## config.mk

```make
export PLATFORM = sky130hd
export DESIGN_NAME = gcd_stein
export DESIGN_NICKNAME = d
export VERILOG_FILES = /design/src/rtl/gcd_stein.sv
export SDC_FILE = /design/constraint.sdc
export NUM_CORES = 1
export LEC_CHECK = 0
export BUFFER_PORTS_ARGS = -buffer_cell sky130_fd_sc_hd__clkbuf_2
export CAP_MARGIN = 25
export CORE_MARGIN = 4
export CORE_UTILIZATION = 50
export DETAILED_ROUTE_END_ITERATION = 10
export PLACE_DENSITY = 0.69
export SYNTH_ARGS = -nofsm -noshare
export SYNTH_HDL_FRONTEND = slang
export SYNTH_SLANG_ARGS = --single-unit
```

## constraint.sdc

```tcl
create_clock -name clk -period 4.46 [get_ports clk]
set_clock_uncertainty 0.15 [all_clocks]
set_input_delay 1.338 -clock clk [delete_from_list [all_inputs] [get_ports clk]]
set_output_delay 1.338 -clock clk [all_outputs]
set_load 0.01 [all_outputs]
```

## src/rtl/gcd_stein.sv

```systemverilog
// Binary (Stein) GCD engine: shift/subtract only, start/busy/rdy handshake,
// magnitude of two's-complement operands taken when SIGNED=1.
module gcd_stein #(
  parameter int NBits  = 16,
  parameter bit SIGNED = 1'b1
) (
  input  logic             clk,
  input  logic             rst,
  input  logic             start,
  input  logic [NBits-1:0] xi,
  input  logic [NBits-1:0] yi,
  output logic [NBits-1:0] xo,
  output logic             rdy,
  output logic             busy
);

  localparam int KW = $clog2(NBits + 1);
  localparam logic [NBits-1:0] ZERO = {NBits{1'b0}};
  localparam logic [NBits-1:0] ONE  = {{(NBits-1){1'b0}}, 1'b1};

  typedef enum logic [1:0] {
    IDLE   = 2'd0,
    TWOS   = 2'd1,
    STRIP  = 2'd2,
    REDUCE = 2'd3
  } state_t;

  // Most negative value maps to 2^(NBits-1), which still fits unsigned.
  function automatic logic [NBits-1:0] mag(input logic [NBits-1:0] v);
    logic [NBits-1:0] m;
    if (SIGNED && v[NBits-1]) begin
      m = (~v) + ONE;
    end else begin
      m = v;
    end
    return m;
  endfunction

  state_t           state_r, state_s;
  logic [NBits-1:0] a_r, a_s;
  logic [NBits-1:0] b_r, b_s;
  logic [KW-1:0]    k_r, k_s;
  logic [NBits-1:0] xo_r, xo_s;
  logic             rdy_r, rdy_s;
  logic             busy_r, busy_s;
  logic [NBits-1:0] xa_s, ya_s;

  assign xa_s = mag(xi);
  assign ya_s = mag(yi);

  // Next-state and next-data computation for the Stein iteration.
  always_comb begin
    state_s = state_r;
    a_s     = a_r;
    b_s     = b_r;
    k_s     = k_r;
    xo_s    = xo_r;
    rdy_s   = rdy_r;
    busy_s  = busy_r;
    case (state_r)
      IDLE: begin
        if (start) begin
          a_s   = xa_s;
          b_s   = ya_s;
          k_s   = {KW{1'b0}};
          rdy_s = 1'b0;
          if ((xa_s == ZERO) || (ya_s == ZERO)) begin
            xo_s  = xa_s | ya_s;
            rdy_s = 1'b1;
          end else begin
            busy_s  = 1'b1;
            state_s = TWOS;
          end
        end else begin
          state_s = IDLE;
        end
      end
      TWOS: begin
        if (!a_r[0] && !b_r[0]) begin
          a_s = a_r >> 1;
          b_s = b_r >> 1;
          k_s = k_r + {{(KW-1){1'b0}}, 1'b1};
        end else begin
          state_s = STRIP;
        end
      end
      STRIP: begin
        if (!a_r[0]) begin
          a_s = a_r >> 1;
        end else begin
          state_s = REDUCE;
        end
      end
      REDUCE: begin
        // a is odd here, so b's trailing zeros never contribute to the gcd.
        if (!b_r[0]) begin
          b_s = b_r >> 1;
        end else if (b_r == a_r) begin
          xo_s    = a_r << k_r;
          rdy_s   = 1'b1;
          busy_s  = 1'b0;
          state_s = IDLE;
        end else if (a_r > b_r) begin
          a_s = b_r;
          b_s = a_r - b_r;
        end else begin
          b_s = b_r - a_r;
        end
      end
      default: begin
        state_s = IDLE;
        busy_s  = 1'b0;
      end
    endcase
  end

  // State and datapath registers with synchronous reset.
  always_ff @(posedge clk) begin
    if (rst) begin
      state_r <= IDLE;
      a_r     <= ZERO;
      b_r     <= ZERO;
      k_r     <= {KW{1'b0}};
      xo_r    <= ZERO;
      rdy_r   <= 1'b0;
      busy_r  <= 1'b0;
    end else begin
      state_r <= state_s;
      a_r     <= a_s;
      b_r     <= b_s;
      k_r     <= k_s;
      xo_r    <= xo_s;
      rdy_r   <= rdy_s;
      busy_r  <= busy_s;
    end
  end

  assign xo   = xo_r;
  assign rdy  = rdy_r;
  assign busy = busy_r;

endmodule

```

==> flow_summary.ini <==
[status]
status = complete, no violations

[timing]
slew_headroom_pct = 31.0
maxSlewViolCount = 0
period_minus_slack_ns = 3.89
fin_tns_setup_ns = 0
worst-slew-pin-transition_ns = 1.03
fmax_ghz = 0.257
rsz0062_at_grt = false
hold_viol = 0
finalSetupViolCount = 0
period_share_pct = 87.3

[detailed_routing]
drc_errors = 0
dr.pass1.iters = 7
wl_um = 19100
drt-initial-drc-count = 649
via_per_inst = 6.39
ant_nets = 0
vias = 6265
wire_per_inst_um = 19.5

[global_route]
grt_pass1_wl_um = 30400
antenna_found_initial = 0
met3_usage_pct = 4.90
grt_busiest_layer = met2
grt_usage_pct = 26.8
grt_max_degree = 46
grt_use_met1_pct = 35.5
grt_overflow_total = 0
grt_pass1_vias = 5835
grt.met2_usage_pct = 44.4

[synthesis]
syn_area_per_cell_um2 = 7.36
synth_edf_count = 0
ys_warn_count = 0
synth_fp_nets = 891
ys_types = 72
synth-async-reset-ratio_pct = 0
ys_seq_elements = 57
syn_inst = 814
synthFlopType = dfxtp_1
yosysSeqAreaShare_pct = 19.0
synth_area_mm2 = 0.00599

[placed_design]
dp_hpwl_um = 14600
gp_congestion = 0.997
portBuffers = 52

[die]
initial_core_util_pct = 51.8
die_x_um = 117
ioPinCount = 53
core_mm2 = 0.0116
dieArea_mm2 = 0.0138
num_rows = 39
fp.dieH_um = 117

[power_and_ir_drop]
power.density_mw_per_mm2 = 814
switchingPower_mw = 2.77
p_leak_nw = 2.62
seq_power_share_pct = 17.7
intPower_mw = 2.61
pwr-share-comb_pct = 69.3
clockPowerShare_pct = 13.0
netSwitchingFraction_pct = 51.5
ir_drop_mv = 0.377

[cells_and_area]
final_util_pct = 57.2
syn2layout_area_growth_pct = 10.4
n_antenna_cell = 0
fill_cells = 1072
drive_above_1_share_pct = 14.6
layout.nets = 910

[clock_tree]
cts_made_buffers = 9
cts_tree = built
htreeDepth = 3
cts.reportedPaths.clkPinSlew_ns = 0.05
clockBufferDepth = 2
clk_latency_ns = 0.34
cts-root-buf = clkbuf_16
cts_setup_buffers = 0
clock-sinks = 57
ctsHoldBuffers = 0
cts_resized = 0

[setup_path]
critPathKind = in2reg
arrival_ns = 3.98
cp_data_required_time_ns = 4.55
reg2reg_to = a_r[10]
cp-start-kind = input pin
worst_setup_path_end_kind = flip-flop
worst-path-max-fanout = 32
rr_worst_depth = 12
reg2reg_setup_slack_ns = 0.79
reg2reg_from = a_r[10]

[worst_hold_path]
min_path_cells = 2
hp-start = rdy
whs_endpoint = rdy
min_path_type = reg2reg

[flow_run]
cap_violations = 0
==> synthesized netlist by cell type, drive strengths merged, types with 5 or more instances <==
master | n | share of area, %
nand2b | 6 | 0.63
a221oi | 16 | 2.3
mux2i | 26 | 4.3
xnor2 | 13 | 1.9
o21ai | 45 | 3.8
nand4 | 7 | 0.73
and2 | 5 | 0.52
nor2 | 94 | 5.9
nor2b | 16 | 1.7
dfxtp | 57 | 19
nand3 | 16 | 1.3
inv | 48 | 3.0
a21oi | 96 | 8.3
a311oi | 5 | 0.84
o31ai | 10 | 1.3
a211oi | 48 | 7.1
clkbuf | 39 | 2.5
mux2 | 11 | 2.1
a21o | 14 | 1.8
a22oi | 6 | 0.75
nor4 | 6 | 0.88
xor2 | 28 | 4.1
nand2 | 52 | 3.3
o22ai | 5 | 0.52
nor3 | 19 | 1.7
buf | 19 | 1.7
ha | 40 | 8.4
a31oi | 6 | 0.63
==> stage by stage <==
stage | instances | instance area (um2) | hold slack [ns] | worst slack, ns | total power [mW]
after floorplan | 814 | 5990 | 0.334 | 0.730 | 3.70
after CTS | 980 | 6590 | 0.357 | 0.557 | 5.29
after detailed placement | 964 | 6290 | 0.348 | 0.217 | 4.57
final | 981 | 6610 | 0.351 | 0.567 | 5.38
after global routing | 981 | 6610 | 0.377 | 0.305 | 5.76
after global placement | 964 | 6290 | 0.342 | 0.284 | 4.49
==> state kept, by name (all words and copies together), names as in the netlist <==
signal   flops
state_r      2
rdy          1
b_r         16
k_r          5
busy         1
a_r         16
xo          16
==> per-layer routing <==
| metal | vias to the layer above | share of wire, % |
|---|---|---|
| li1 | 3009 | - |
| met1 | 2969 | 44 |
| met2 | 250 | 47 |
| met3 | 37 | 7.4 |
| met4 | 0 | 2.2 |
| met5 | - | 0 |
==> cells in the final DEF (no fill, tap or decap), types with 7 or more instances in the layout <==
master | netlist | final
nand4_1 | 7 | 7
o31ai_1 | 9 | 9
a211oi_2 | 13 | 13
nand3_1 | 16 | 16
nand2_1 | 52 | 52
nor3_1 | 18 | 18
a221oi_1 | 16 | 16
inv_1 | 48 | 48
buf_4 | 1 | 12
o21ai_0 | 44 | 44
a21oi_1 | 93 | 93
dfxtp_1 | 57 | 57
mux2_2 | 11 | 11
a21o_1 | 14 | 14
xor2_1 | 28 | 28
clkbuf_16 | 0 | 9
mux2i_1 | 26 | 26
nor2_1 | 93 | 93
a211oi_1 | 35 | 35
clkbuf_2 | 1 | 52
nor2b_1 | 16 | 16
xnor2_1 | 13 | 13
ha_1 | 40 | 40
==> worst max-delay path by stage <==
stage / startpoint / end / slack (ns) / cells after the start
after detailed placement: yi[0] / xo[3] / 0.22 / 13
after global routing: yi[0] / xo[13] / 0.31 / 13
final: yi[0] / xo[3] / 0.57 / 13
after CTS: yi[0] / xo[3] / 0.56 / 13
after floorplan: xi[4] / xo[4] / 0.73 / 10
after global placement: yi[0] / xo[13] / 0.28 / 13
==> critical path, cell delays in order <==
cell	delay, ns
clkbuf_2	0.14
inv_1	0.14
ha_1	0.19
nor2b_1	0.30
nand4_1	0.14
o21ai_0	0.22
xor2_1	0.31
nand4_1	0.23
o22a_4	0.31
a21oi_4	0.16
buf_12	0.21
nor2_1	0.08
a211oi_2	0.20
==> power by group through the flow <==
stage | clock (mW) | combinational (mW) | sequential [mW]
2_1_floorplan | 0 | 2.83 | 0.876
3_3_place_gp | 0 | 3.54 | 0.948
3_5_place_dp | 0 | 3.61 | 0.958
4_1_cts | 0.704 | 3.64 | 0.946
5_1_grt | 0.721 | 4.07 | 0.975
6_report | 0.701 | 3.73 | 0.951
==> cell families (layout without fill, tap and decap cells) <==
logic type	Yosys count	count (layout)	share of synthesized area, %
AO/OA/AOI/OAI	285	285	32.5
XOR/XNOR	41	41	5.99
adder cells (fa/ha/maj)	42	42	9.02
buffers and inverters	106	130	7.21
flip-flops	57	57	19.0
multiplexers	37	37	6.41
AND/OR/NAND/NOR	246	246	19.8
==> layout make-up <==
cell class              count  area [um2]  share of cell area (%)
clock inverters             5        55.1                   0.832
clock buffers              11         243                    3.67
multi-input cells         651        4420                    66.8
repair buffers             66         398                    6.02
well taps                 143         179                    2.71
flip-flops and latches     57        1140                    17.3
inverters                  48         180                    2.72
(Power assumes the default switching activity.)
